### src/rtl/alu_arb_pkg.sv
// alu_arb_pkg -- shared types and constants for the ALU round-robin arbiter.
//   state_t        : arbiter FSM state {IDLE, OWNED}
//   NUM_REQ        : number of requesters sharing the ALU (4)
//   IDX_W          : width of a requester index (2)
//   TIMEOUT_CYCLES : watchdog limit in OWNED cycles (15), used only when
//                    ALU_ARB_WATCHDOG_EN is defined
package alu_arb_pkg;

  localparam int NUM_REQ        = 4;
  localparam int IDX_W          = 2;
  localparam int WD_W           = 4;
  localparam int TIMEOUT_CYCLES = 15;

  typedef enum logic {
    IDLE  = 1'b0,
    OWNED = 1'b1
  } state_t;

  function automatic logic [NUM_REQ-1:0] idx_to_onehot(input logic [IDX_W-1:0] idx);
    logic [NUM_REQ-1:0] oh;
    oh      = '0;
    oh[idx] = 1'b1;
    return oh;
  endfunction

endpackage

### src/rtl/alu_rr_arbiter_rr_pick.sv
// rr_pick -- combinational round-robin search.
//   req   [3:0] : request vector
//   ptr   [1:0] : index where the search starts (searches upward, wraps 3->0)
//   valid       : at least one request bit set
//   idx   [1:0] : first set request at or after ptr
module rr_pick
  import alu_arb_pkg::*;
(
  input  logic [NUM_REQ-1:0] req,
  input  logic [IDX_W-1:0]   ptr,
  output logic               valid,
  output logic [IDX_W-1:0]   idx
);

  logic [IDX_W-1:0] cand;

  // Walk offsets from farthest to nearest so the nearest set bit wins.
  always_comb begin
    valid = 1'b0;
    idx   = '0;
    cand  = '0;
    for (int i = NUM_REQ - 1; i >= 0; i--) begin
      cand = ptr + IDX_W'(i);
      if (req[cand]) begin
        valid = 1'b1;
        idx   = cand;
      end
    end
  end

endmodule

### src/rtl/alu_rr_arbiter.sv
// alu_rr_arbiter -- round-robin arbiter for four requesters sharing one ALU
// through a 4:1 mux.
//   clk            : rising-edge clock
//   reset          : synchronous, active-high
//   req   [3:0]    : per-requester access request (a, b, c, d)
//   done           : 1-cycle pulse, shared ALU finished the current operation
//   grant [3:0]    : registered one-hot grant, zero when nobody owns the ALU
//   select1/2      : registered mux select {MSB,LSB} = owner index, 00 in IDLE
//   busy           : a grant is held
//   timeout        : 1-cycle pulse when the watchdog revokes a grant
//   state          : debug view of the FSM state
//   ptr   [1:0]    : debug view of the round-robin start pointer
// Optional feature: define ALU_ARB_WATCHDOG_EN to add a 4-bit watchdog that
// revokes a grant held for TIMEOUT_CYCLES without release. Without it the
// grant holds indefinitely and timeout is constant 0.
//
// Handshake: a requester owns the ALU from the cycle its grant bit is high
// until the edge after it drops req or done pulses; every release is followed
// by one idle cycle with grant=0 before the next owner is chosen.
module alu_rr_arbiter
  import alu_arb_pkg::*;
(
  input  logic               clk,
  input  logic               reset,
  input  logic [NUM_REQ-1:0] req,
  input  logic               done,
  output logic [NUM_REQ-1:0] grant,
  output logic               select1,
  output logic               select2,
  output logic               busy,
  output logic               timeout,
  output state_t             state,
  output logic [IDX_W-1:0]   ptr
);

  state_t             state_d;
  logic [IDX_W-1:0]   ptr_d;
  logic [IDX_W-1:0]   owner_q;
  logic [IDX_W-1:0]   owner_d;
  logic [NUM_REQ-1:0] grant_d;
  logic               select1_d;
  logic               select2_d;
  logic               busy_d;
  logic               timeout_d;
  logic               pick_valid;
  logic [IDX_W-1:0]   pick_idx;
  logic               release_evt;
  logic               wd_expire;

  rr_pick u_rr_pick (
    .req   (req),
    .ptr   (ptr),
    .valid (pick_valid),
    .idx   (pick_idx)
  );

  // done and a dropped owner request in the same cycle are one release.
  assign release_evt = done || !req[owner_q];

`ifdef ALU_ARB_WATCHDOG_EN
  logic [WD_W-1:0] wd_cnt_q;
  logic [WD_W-1:0] wd_cnt_d;

  assign wd_expire = (wd_cnt_q == WD_W'(TIMEOUT_CYCLES));

  always_ff @(posedge clk) begin
    if (reset) wd_cnt_q <= '0;
    else       wd_cnt_q <= wd_cnt_d;
  end
`else
  assign wd_expire = 1'b0;
`endif

  always_comb begin
    state_d   = state;
    ptr_d     = ptr;
    owner_d   = owner_q;
    grant_d   = grant;
    select1_d = select1;
    select2_d = select2;
    busy_d    = busy;
    timeout_d = 1'b0;
`ifdef ALU_ARB_WATCHDOG_EN
    wd_cnt_d  = wd_cnt_q;
`endif
    case (state)
      IDLE: begin
        grant_d   = '0;
        select1_d = 1'b0;
        select2_d = 1'b0;
        busy_d    = 1'b0;
        if (pick_valid) begin
          state_d   = OWNED;
          owner_d   = pick_idx;
          grant_d   = idx_to_onehot(pick_idx);
          select1_d = pick_idx[1];
          select2_d = pick_idx[0];
          busy_d    = 1'b1;
`ifdef ALU_ARB_WATCHDOG_EN
          wd_cnt_d  = '0;
`endif
        end
      end
      OWNED: begin
        if (release_evt || wd_expire) begin
          state_d   = IDLE;
          grant_d   = '0;
          select1_d = 1'b0;
          select2_d = 1'b0;
          busy_d    = 1'b0;
          ptr_d     = owner_q + IDX_W'(1);
          // A normal release on the limit cycle wins: no timeout pulse.
          timeout_d = wd_expire && !release_evt;
        end else begin
`ifdef ALU_ARB_WATCHDOG_EN
          wd_cnt_d  = wd_cnt_q + WD_W'(1);
`endif
        end
      end
      default: begin
        state_d = IDLE;
      end
    endcase
  end

  always_ff @(posedge clk) begin
    if (reset) begin
      state   <= IDLE;
      ptr     <= '0;
      owner_q <= '0;
      grant   <= '0;
      select1 <= 1'b0;
      select2 <= 1'b0;
      busy    <= 1'b0;
      timeout <= 1'b0;
    end else begin
      state   <= state_d;
      ptr     <= ptr_d;
      owner_q <= owner_d;
      grant   <= grant_d;
      select1 <= select1_d;
      select2 <= select2_d;
      busy    <= busy_d;
      timeout <= timeout_d;
    end
  end

endmodule

### config.mk
export PLATFORM = sky130hd
export DESIGN_NAME = alu_rr_arbiter
export DESIGN_NICKNAME = d
export VERILOG_FILES = /design/src/rtl/alu_arb_pkg.sv /design/src/rtl/alu_rr_arbiter_rr_pick.sv /design/src/rtl/alu_rr_arbiter.sv
export SDC_FILE = /design/constraint.sdc
export NUM_CORES = 1
export LEC_CHECK = 0
export CORE_AREA = 2 2 39 41
export CTS_CLUSTER_SIZE = 30
export DETAILED_ROUTE_END_ITERATION = 8
export DIE_AREA = 0 0 41 43
export GPL_ROUTABILITY_DRIVEN = 0
export PLACE_DENSITY_LB_ADDON = 0.1
export SLEW_MARGIN = 25
export SYNTH_ARGS = -nofsm -noshare
export SYNTH_HDL_FRONTEND = slang
export SYNTH_SLANG_ARGS = --single-unit
### constraint.sdc
create_clock -name clk -period 4.3 [get_ports clk]
set_input_delay 1.075 -clock clk [delete_from_list [all_inputs] [get_ports clk]]
set_output_delay 1.075 -clock clk [all_outputs]
set_load 0.02 [all_outputs]
==> metrics.md <==
| Metric | Value |
|---|---|
| Die ar. | `1760 um^2` |
| CP Class | `in -> reg` |
| TNS Setup | `0 ns` |
| Worst hold path class | `reg -> reg` |
| Ys Warns | `0` |
| Crit path time final | `2.52 ns` |
| CTS clk-pin slew, worst paths | `0.08 ns` |
| Area fraction of the dominant cell type after synthesis | `0.389` |
| Synth area leader | `dfxtp_1` |
| Clk sink count | `12` |
| Skew final | `0.00155 ns` |
| Rows | `14` |
| Seq/Total Area, Yosys | `0.389` |
| Port Buffers | `16` |
| Crit-path cells | `clkdlybuf4s50_1 -> nor4_1 -> or2_4 -> or4_4 -> o31ai_4` |
| Worst hold endpoint | `select1` |
| Fin. Hold Viols | `0` |
| CP max-delay cell | `or4_4` |
| HPWL Detailed | `1.00 mm` |
| R2R Path Start | `owner_q[0]` |
| Residual DRC count | `0` |
| RSZ-0062 raised after global routing | `false` |
| Yosys reg bits | `12` |
| Tcrit/Tclk final | `0.587` |
| Final WL | `approximately 1.3 mm` |
| FF-to-FF path depth | `4` |
| Number of max-cap violations | `0` |
| CP arrival | `around 2.7 ns` |
| I/O pin cnt | `18` |
| Worst Tran Pin Value | `between 0.6 and 0.7 ns` |
| Global route overflow | `0` |
| Die Height | `around 43 um` |
| Vias per std cell | `5.46` |
| Max-slew headroom | `0.590` |
| Setup bufs post-CTS | `0` |
| Fmax | `396 MHz` |
| Area after DPL | `787 um^2` |
| Tot GR Track Use | `0.183` |
| FF-to-FF End | `grant[1]` |
| Final setup viols | `0` |
| GR Util met3 | `0.0471` |
| Synth unique cells | `33` |
| Core area | `1380 um^2` |
| Pleak | `between 0.3 and 0.4 nW` |
| Final core occ | `0.595` |
| Worst Hold Path Cells | `2` |
| Crit path launch type | `primary input` |
| Inserted Diodes | `0` |
| Layout Nets | `94` |
| Post-DR wirelength/cell | `13.2 um` |
| Area Overhead vs Synth | `33.2%` |
| Pins Over Slew Limit | `0` |
| CTS buffer count | `3` |
| First-pass GRT wire length | `roughly 2.1 mm` |
| Most frequent cells in the layout | `16 x clkdlybuf4s50_1, 12 x dfxtp_1, 6 x nor2_1, 6 x nand3_1, 5 x nand2_1` |
| Design area | `823 um^2` |
| Worst setup EP type | `flip-flop` |
| Power per cell area | `roughly 350 nW/um^2` |
| Largest net degree at the start of global routing | `12` |
| Post-Syn Instances | `68` |
| Worst Path Required | `4.50 ns` |
| Resize count post-CTS | `0` |
| Worst-path fanout max | `5` |
| Hold Buf Count CTS | `0` |
| Commonest non-fill, non-tap cell in the layout | `clkdlybuf4s50_1` |
| Depth of the CTS H-tree | `1` |
| Met2 Track Usage GR | `0.263` |
| Root Buffer | `clkbuf_4` |
| Mapped Avg Cell Area | `9.09 um^2` |
| Worst vdd ir | `0.000188 V` |
| Die X | `between 40 and 50 um` |
| Syn Nets | `between 70 and 80` |
| Reg-to-reg slack, setup | `2.69 ns` |
| Antenna viol nets, final | `0` |
| DRT Pass-1 Iters | `4` |
| Antenna violations before repair | `0` |
| Vias in the first global route | `466` |
| Outcome | `finished clean` |
| Top post-synthesis cells by area | `dfxtp_1 39%, mux2i_1 6.5%, nand3_1 4.9%` |
| Starting Density | `0.447` |
| Ratio of cells with drive above 1 in the final layout | `0.163` |
| Crit-path max cell delay | `0.59 ns` |
| CTS tree | `built` |
| Top Usage Layer GRT | `met2` |
| Worst hold start | `select1` |
| Initial DRC Count | `14` |
| Met1 Usage GRT | `0.222` |
| Via Count | `557` |
| Cell Area, Synth | `between 600 and 700 um^2` |
| Clk_lat worst skew | `0.28 ns` |
| Clock Path Buffers | `2` |
cell families after synthesis:
family | Yosys count | synth area share
xor gates and xnor gates | 1 | 0.0142
AOI/OAI and AO/OA | 15 | 0.221
buffers and inverters | 5 | 0.0364
other | 1 | 0.00607
DFF | 12 | 0.389
and+or+nand+nor | 30 | 0.269
muxes | 4 | 0.0648
critical path: cells and delay by family:
| kind | cells | cell delay, ns |
|---|---|---|
| buffers and inverters | 1 | 0.54 |
| AOI/OAI and AO/OA | 1 | 0.18 |
| and+or+nand+nor | 3 | 0.94 |
per-stage QoR:
step           cells  power [mW]  hold slack, ns  setup WS, ns
4_1_cts          102       0.294           0.470          1.77
2_1_floorplan     68       0.174           0.497          2.11
6_report         102       0.292           0.464          1.78
3_5_place_dp      98       0.201           0.456          1.48
5_1_grt          102       0.306           0.494          1.72
3_3_place_gp      98       0.200           0.450          1.50
power by group:
part / total (mW) / internal, mW / switching, mW
Sequential: 0.128 / 0.120 / 0.00833
Clock: 0.0940 / 0.0515 / 0.0424
Combinational: 0.0702 / 0.0340 / 0.0362
Total: 0.292 / 0.205 / 0.0869
final cells by class:
| cell class | instances | area [um^2] |
|---|---|---|
| inverter | 3 | 11.3 |
| multi-input combinational | 51 | 355 |
| sequential | 12 | 240 |
| clock buffer | 4 | 36.3 |
| fill | 130 | 561 |
| timing repair buffer | 16 | 160 |
| tap | 16 | 20.0 |
sequential cells by signal, summed over array words and instances (netlist names):
| name | cells |
|---|---|
| select2 | 1 |
| select1 | 1 |
| ptr | 2 |
| grant | 4 |
| busy | 1 |
| owner_q | 2 |
| state | 1 |
how the worst max path moves through the flow:
stage / end / start / cells after the start / slack [ns]
after global routing: grant[1] / req[1] / 5 / 1.72
after floorplan: grant[1] / req[1] / 4 / 2.11
final: grant[1] / req[2] / 5 / 1.78
after detailed placement: grant[1] / req[2] / 5 / 1.48
after CTS: grant[1] / req[2] / 5 / 1.77
after global placement: grant[0] / req[1] / 5 / 1.50
synthesized netlist by cell type, drive strengths merged:
cell    instances
xor2            1
nand2b          1
o31ai           1
buf             1
a221o           1
nand2           5
clkbuf          1
and2b           1
or2             2
o21ai           2
a31o            1
o21bai          1
nand3b          1
nand4           1
a21oi           6
conb            1
and2            1
nor3            2
inv             3
o41ai           1
dfxtp          12
o32ai           1
mux2i           4
nand3           6
o221ai          1
or4             1
nor4            1
nor2b           2
nor2            6
metal layers:
layer  up-vias  wire [um]
met3         5         59
met5         -          0
met2        11        626
met4         0         43
li1        279          -
met1       262        619
Note: power is estimated with default switching activity, not from simulation.
